## src/rtl/jt51_host_pkg.sv

```systemverilog
// jt51_host_pkg: shared FSM encoding and status bit index for the jt51 host writer
package jt51_host_pkg;

   typedef enum logic [2:0] {
      IDLE,
      ADDR_WR,
      ADDR_WAIT,
      DATA_WR,
      DATA_WAIT
   } state_t;

   localparam int BUSY_BIT = 7;

   function automatic logic is_strobe(input state_t s);
      return (s == ADDR_WR) || (s == DATA_WR);
   endfunction

endpackage

```

## src/rtl/jt51_host_fifo.sv

```systemverilog
// jt51_host_fifo: power-of-two request FIFO with occupancy output, head is read combinationally
module jt51_host_fifo #(
   parameter int DEPTH = 4,
   parameter int WIDTH = 16
) (
   input  logic                     clk,
   input  logic                     rst,
   input  logic                     push,
   input  logic                     pop,
   input  logic [WIDTH-1:0]         din,
   output logic [WIDTH-1:0]         dout,
   output logic [$clog2(DEPTH):0]   level,
   output logic                     full,
   output logic                     empty
);

   localparam int AW = $clog2(DEPTH);
   localparam int LW = AW + 1;

   logic [WIDTH-1:0] mem [DEPTH];
   logic [AW-1:0]    wp;
   logic [AW-1:0]    rp;

   // storage needs no reset: reset empties the FIFO through the pointers and level
   always_ff @(posedge clk) begin
      if (push) mem[wp] <= din;
   end

   // pointers wrap naturally because DEPTH is a power of two
   always_ff @(posedge clk or posedge rst) begin
      if (rst) begin
         wp    <= '0;
         rp    <= '0;
         level <= '0;
      end else begin
         if (push) wp <= wp + AW'(1);
         if (pop)  rp <= rp + AW'(1);
         level <= level + LW'(push) - LW'(pop);
      end
   end

   assign dout  = mem[rp];
   assign full  = (level == LW'(DEPTH));
   assign empty = (level == '0);

endmodule

```

## src/rtl/jt51_host_wr.sv

```systemverilog
// jt51_host_wr: queues YM2151 register writes and plays them onto the jt51 bus with busy polling
module jt51_host_wr
   import jt51_host_pkg::*;
#(
   parameter int FIFO_DEPTH = 4,
   parameter int GUARD      = 2,
   parameter int TIMEOUT    = 1023
) (
   input  logic                          clk,
   input  logic                          rst,
   input  logic                          req_valid,
   output logic                          req_ready,
   input  logic [7:0]                    req_addr,
   input  logic [7:0]                    req_data,
   output logic                          cs_n,
   output logic                          wr_n,
   output logic                          a0,
   output logic [7:0]                    dout,
   input  logic [7:0]                    status_in,
   output logic                          idle,
   output logic [$clog2(FIFO_DEPTH):0]   level,
   output logic                          err,
   input  logic                          err_clr
);

   localparam int PW = $clog2(TIMEOUT + 1);
   localparam int GW = (GUARD > 0) ? $clog2(GUARD + 1) : 1;

   state_t         state;
   state_t         nxt;
   logic [15:0]    head;
   logic [PW-1:0]  pc;
   logic [GW-1:0]  gc;
   logic           waiting;
   logic           polled;
   logic           busy;
   logic           tmo;
   logic           go;
   logic           pop;
   logic           push;
   logic           full;
   logic           empty;
   logic           unused_status;

   assign unused_status = ^status_in;
   assign push      = req_valid && req_ready;
   assign req_ready = !full;
   assign idle      = empty && (state == IDLE);

   jt51_host_fifo #(.DEPTH(FIFO_DEPTH), .WIDTH(16)) u_fifo (
      .clk   (clk),
      .rst   (rst),
      .push  (push),
      .pop   (pop),
      .din   ({req_addr, req_data}),
      .dout  (head),
      .level (level),
      .full  (full),
      .empty (empty)
   );

   // next state: the guard window ignores status, then busy is polled until clear or timeout
   always_comb begin
      nxt     = state;
      waiting = (state == ADDR_WAIT) || (state == DATA_WAIT);
      polled  = waiting && (gc == GW'(GUARD));
      busy    = status_in[BUSY_BIT];
      tmo     = polled && busy && (pc == PW'(TIMEOUT - 1));
      go      = polled && (!busy || tmo);
      pop     = (state == DATA_WAIT) && go;
      case (state)
         IDLE:      nxt = empty ? IDLE : ADDR_WR;
         ADDR_WR:   nxt = ADDR_WAIT;
         ADDR_WAIT: nxt = go ? DATA_WR : ADDR_WAIT;
         DATA_WR:   nxt = DATA_WAIT;
         DATA_WAIT: nxt = go ? IDLE : DATA_WAIT;
         default:   nxt = IDLE;
      endcase
   end

   // state register
   always_ff @(posedge clk or posedge rst) begin
      if (rst) state <= IDLE;
      else     state <= nxt;
   end

   // guard and poll counters restart on every state entry; poll count saturates
   always_ff @(posedge clk or posedge rst) begin
      if (rst) begin
         gc <= '0;
         pc <= '0;
      end else if (nxt != state) begin
         gc <= '0;
         pc <= '0;
      end else if (waiting) begin
         if (!polled)                gc <= gc + GW'(1);
         else if (pc != {PW{1'b1}})  pc <= pc + PW'(1);
      end
   end

   // bus outputs registered from the next state so a strobe lines up exactly with its state
   always_ff @(posedge clk or posedge rst) begin
      if (rst) begin
         cs_n <= 1'b1;
         wr_n <= 1'b1;
         a0   <= 1'b0;
         dout <= 8'h00;
      end else begin
         cs_n <= !is_strobe(nxt);
         wr_n <= !is_strobe(nxt);
         a0   <= (nxt == DATA_WR);
         dout <= (nxt == ADDR_WR) ? head[15:8] : (nxt == DATA_WR) ? head[7:0] : 8'h00;
      end
   end

   // sticky timeout flag; a timeout in the same cycle as a clear wins
   always_ff @(posedge clk or posedge rst) begin
      if (rst)          err <= 1'b0;
      else if (tmo)     err <= 1'b1;
      else if (err_clr) err <= 1'b0;
   end

endmodule

```

## config.mk

```make
export PLATFORM = sky130hd
export DESIGN_NAME = jt51_host_wr
export DESIGN_NICKNAME = d
export VERILOG_FILES = /design/src/rtl/jt51_host_pkg.sv /design/src/rtl/jt51_host_fifo.sv /design/src/rtl/jt51_host_wr.sv
export SDC_FILE = /design/constraint.sdc
export NUM_CORES = 1
export LEC_CHECK = 0
export ABC_AREA = 0
export CAP_MARGIN = 20
export CORE_ASPECT_RATIO = 0.75
export CORE_MARGIN = 3
export CORE_UTILIZATION = 30
export CTS_CLUSTER_DIAMETER = 120
export DETAILED_ROUTE_END_ITERATION = 8
export HOLD_SLACK_MARGIN = 0.12
export MAX_ROUTING_LAYER = met4
export PLACE_DENSITY = 0.5
export SETUP_SLACK_MARGIN = 0.1
export SLEW_MARGIN = 0
export SYNTH_ARGS = -nofsm -noshare
export SYNTH_HDL_FRONTEND = slang
export SYNTH_SLANG_ARGS = --single-unit
```

## constraint.sdc

```tcl
create_clock -name clk -period 2.6 [get_ports clk]
set_input_delay 0.52 -clock clk [delete_from_list [all_inputs] [get_ports clk]]
set_output_delay 0.52 -clock clk [all_outputs]
set_load 0.05 [all_outputs]
```

==> results of run 1 <==
==> cells in the final DEF (no fill, tap or decap), types with 2 or more instances in the layout <==
cell / n
a21oi_1: 2
a31oi_1: 2
and2_1: 3
and3_1: 10
buf_4: 14
bufinv_16: 2
clkbuf_16: 9
clkdlybuf4s50_1: 35
clkinvlp_4: 2
dfrtp_1: 32
edfxtp_1: 64
ha_1: 9
inv_1: 29
mux4_2: 16
nand2_1: 5
nand3_1: 8
nand4_1: 6
nor2_1: 16
nor3_1: 4
o21ai_0: 3
o22ai_2: 8
xnor2_1: 5
xnor2_2: 2
xor2_1: 9
==> routing by layer <==
| layer | vias up | wire, microns |
|---|---|---|
| met5 | - | 0 |
| met1 | 1090 | 3671 |
| met4 | 0 | 92 |
| met3 | 5 | 235 |
| li1 | 1043 | - |
| met2 | 36 | 3329 |
==> worst paths after layout <==
check                      start              end  slack (ns)
min in group asynchronous    rst          dout[4]        0.60
max reg2reg                pc[6]  u_fifo.level[2]        0.19
min reg2reg                gc[1]            gc[1]        0.53
min                        gc[1]            gc[1]        0.53
max in group asynchronous    rst             wr_n        1.65
max                        pc[6]  u_fifo.level[2]        0.19
==> power breakdown <==
part / leakage [uW] / internal (uW) / switching, uW
clock network: 0.000149 / 848 / 569
registers: 0.00102 / 2010 / 152
logic: 0.000747 / 671 / 1020
==> metrics by stage <==
stage | utilization [%] | hold WS (ns) | power, uW | cells | setup WS [ns]
after floorplan | - | 0.4842 | 3336 | 256 | 0.1266
after global placement | 35.88 | 0.5019 | 3877 | 470 | -0.05181
after detailed placement | 35.88 | 0.5131 | 3889 | 470 | -0.06439
after CTS | 38.34 | 0.5277 | 5322 | 486 | 0.1467
after global routing | 38.50 | 0.5593 | 5560 | 486 | 0.06420
final | 38.50 | 0.5293 | 5265 | 486 | 0.1856
==> worst reg2reg max path, cell delays in order (launching register included) <==
cell	delay, ns
dfrtp_1	0.40
and4_2	0.27
and3_1	0.21
a31o_2	0.26
and2_1	0.17
ha_1	0.27
inv_1	0.04
ha_1	0.18
fa_2	0.35
xnor2_2	0.14
==> timing repair <==
action,in CTS,in global routing
hold endpoints to repair,0,0
resized for setup,0,5
endpoints found under the setup margin,0,2
==> final cells by class <==
class,count,area [sq um]
clock buffers,10,229.0
flip-flops and latches,97,2749
multi-input cells,122,1165
fillers,1221,8061
repair buffers,51,488.0
inverters,29,108.9
well taps,171,214.0
clock inverters,6,92.59
==> cells by family (layout without fill, tap and decap cells) <==
logic type,count (synthesis),in the layout
flops,97,97
compound gates,20,20
fa+ha+maj,10,10
buf+inv,37,96
xor+xnor,16,16
mux,16,16
simple gates,60,60
==> flip-flops by register name, summed over array words and instances (netlist names), 2 cells and up <==
register      flops
state             3
gc                2
u_fifo.rp         2
u_fifo.level      3
u_fifo.wp         2
pc               10
u_fifo.mem       64
dout              8
==> results.yml, run 1 <==
routing:
  drt_wl_total_mm: 7.328
  drt_iter0_drc: 107
  final_antenna_net_count: 0
  first_pass_iters: 4
  route.detailed.drc: 0
  via_per_inst: 4.473
  vias: 2174
  wl_per_cell_microns: 15.08
worst_setup_path:
  crit_family: "adder cells"
  crit_path_start_kind: "register"
  crit_arrival_ns: 2.63
  cp_max_fo: 5
  path_depth: 9
  worstSetupPathType: "register to register"
  crit_top_cell: "ha_1"
  slowest_stage: "dfrtp_1"
  crit_required_ns: 2.82
  crit_buf_inv: 1
  cp_cell_sequence: "and4_2 > and3_1 > a31o_2 > and2_1 > ha_1 > inv_1 > ha_1 > fa_2 > xnor2_2"
  cp-end-kind: "register"
  cp_slowest_stage_delay_ns: 0.40
  r2r_cells: 9
global_route:
  use_met2_pct: 16.09
  grt.busiest_layer: "met2"
  grt_util_met1_pct: 15.27
  grt_overflow_total: 0
  antenna_found_initial: 0
  grt_max_degree: 34
  grt_pass1_vias: 2228
  grt_pass1_wl_mm: 12.36
  track_usage_pct: 11.13
  gr-usage-met3_pct: 3.076
yosys:
  netlist_top_cells_area: "edfxtp_1 47%, dfrtp_1 20%, mux4_2 8.9%, ha_1 2.8%, inv_1 2.7%"
  yosysMostFrequentCell: "edfxtp_1"
  muxShareOfSynthArea_pct: 8.878
  avgSynthCellArea_sq_um: 15.86
  synth_area_sq_um: 4059
  yosysTopAreaCell: "edfxtp_1"
  synthTopCellsByCount: "64 x edfxtp_1, 32 x dfrtp_1, 29 x inv_1"
  synth_top_area_share_pct: 47.35
  synth-xor-area-share_pct: 3.637
  synth_cells: 256
  ys_ff_latch: 97
  synth_edf_count: 64
  synth.distinct_cells: 38
  synth_adder_area_share_pct: 3.268
  yosys.area_share.simple_pct: 7.891
  synth_compound_area_share_pct: 4.562
  synth_fp_nets: 294
  ys_seq_area_share_pct: 67.73
  ys_warn_count: 0
  synthFlopType: "edfxtp_1"
  synthArstFlopShare_pct: 34.02
  synth_top_family_by_area: "multiplexers"
place:
  dp_hpwl_mm: 4.750
  gp_congestion: 0.7471
  placed_area_sq_um: 4703
  io_buffers: 37
run_status:
  status: "finished, final reports clean"
power_and_ir_drop:
  leakage_uw: 0.001920
  powerDensity_nw_per_um2: 1043
  vdd_ir_drop_max_v: 0.0005358
finish:
  area_growth_pct: 24.32
  antenna_cells: 0
  fin_area_sq_um: 5046
  fin_nets: 348
  drive_above_1_share_pct: 20.32
timing:
  finalSetupViolations: 0
  slew_viol_final: 0
  finalHoldViolCount: 0
  rsz0062_at_grt: "true"
  max_slew_margin_pct: 56.80
  worstMarginPinSlew_ns: 0.6465
  fin_crit_sh_pct: 92.86
  setup_tns_ns: 0
  timing.fmax_mhz: 414.2
  finClkSkew_ns: 0.007671
  min_period_ns: 2.414
cts:
  cts_tree: "built"
  cts_buffer_depth: 2
  cts_inserted_buffers: 9
  clockRootBuffer: "clkbuf_16"
  postCtsHoldBufs: 0
  insertion_delay_ns: 0.34
  cts_setup_buffers: 0
  cts_sinks: 97
  clk_pin_slew_ns: 0.07
  htree_levels: 3
floorplanning:
  dieWidth_microns: 140.3
  initial_utilization_pct: 30.97
  num_io_pins: 45
  row_count: 36
  die_y_microns: 106.7
  core_area_sq_um: 13110
  die_area_sq_um: 14980
job:
  max_cap_viol_count: 0
worst_hold_path:
  whs_path_depth: 2
  hp-class: "register to register"
Note: power is estimated with default switching activity, not from simulation.
==> inputs of run 2 (changes only) <==
SLEW_MARGIN = 20   (was 0)
==> results of run 2 <==
The final DEF is identical to that of run 1; final timing and power are the same.
==> inputs of run 3 (changes only) <==
TNS_END_PERCENT = 100   (was unset)
==> results of run 3 <==
The final DEF is identical to that of run 1; final timing and power are the same.
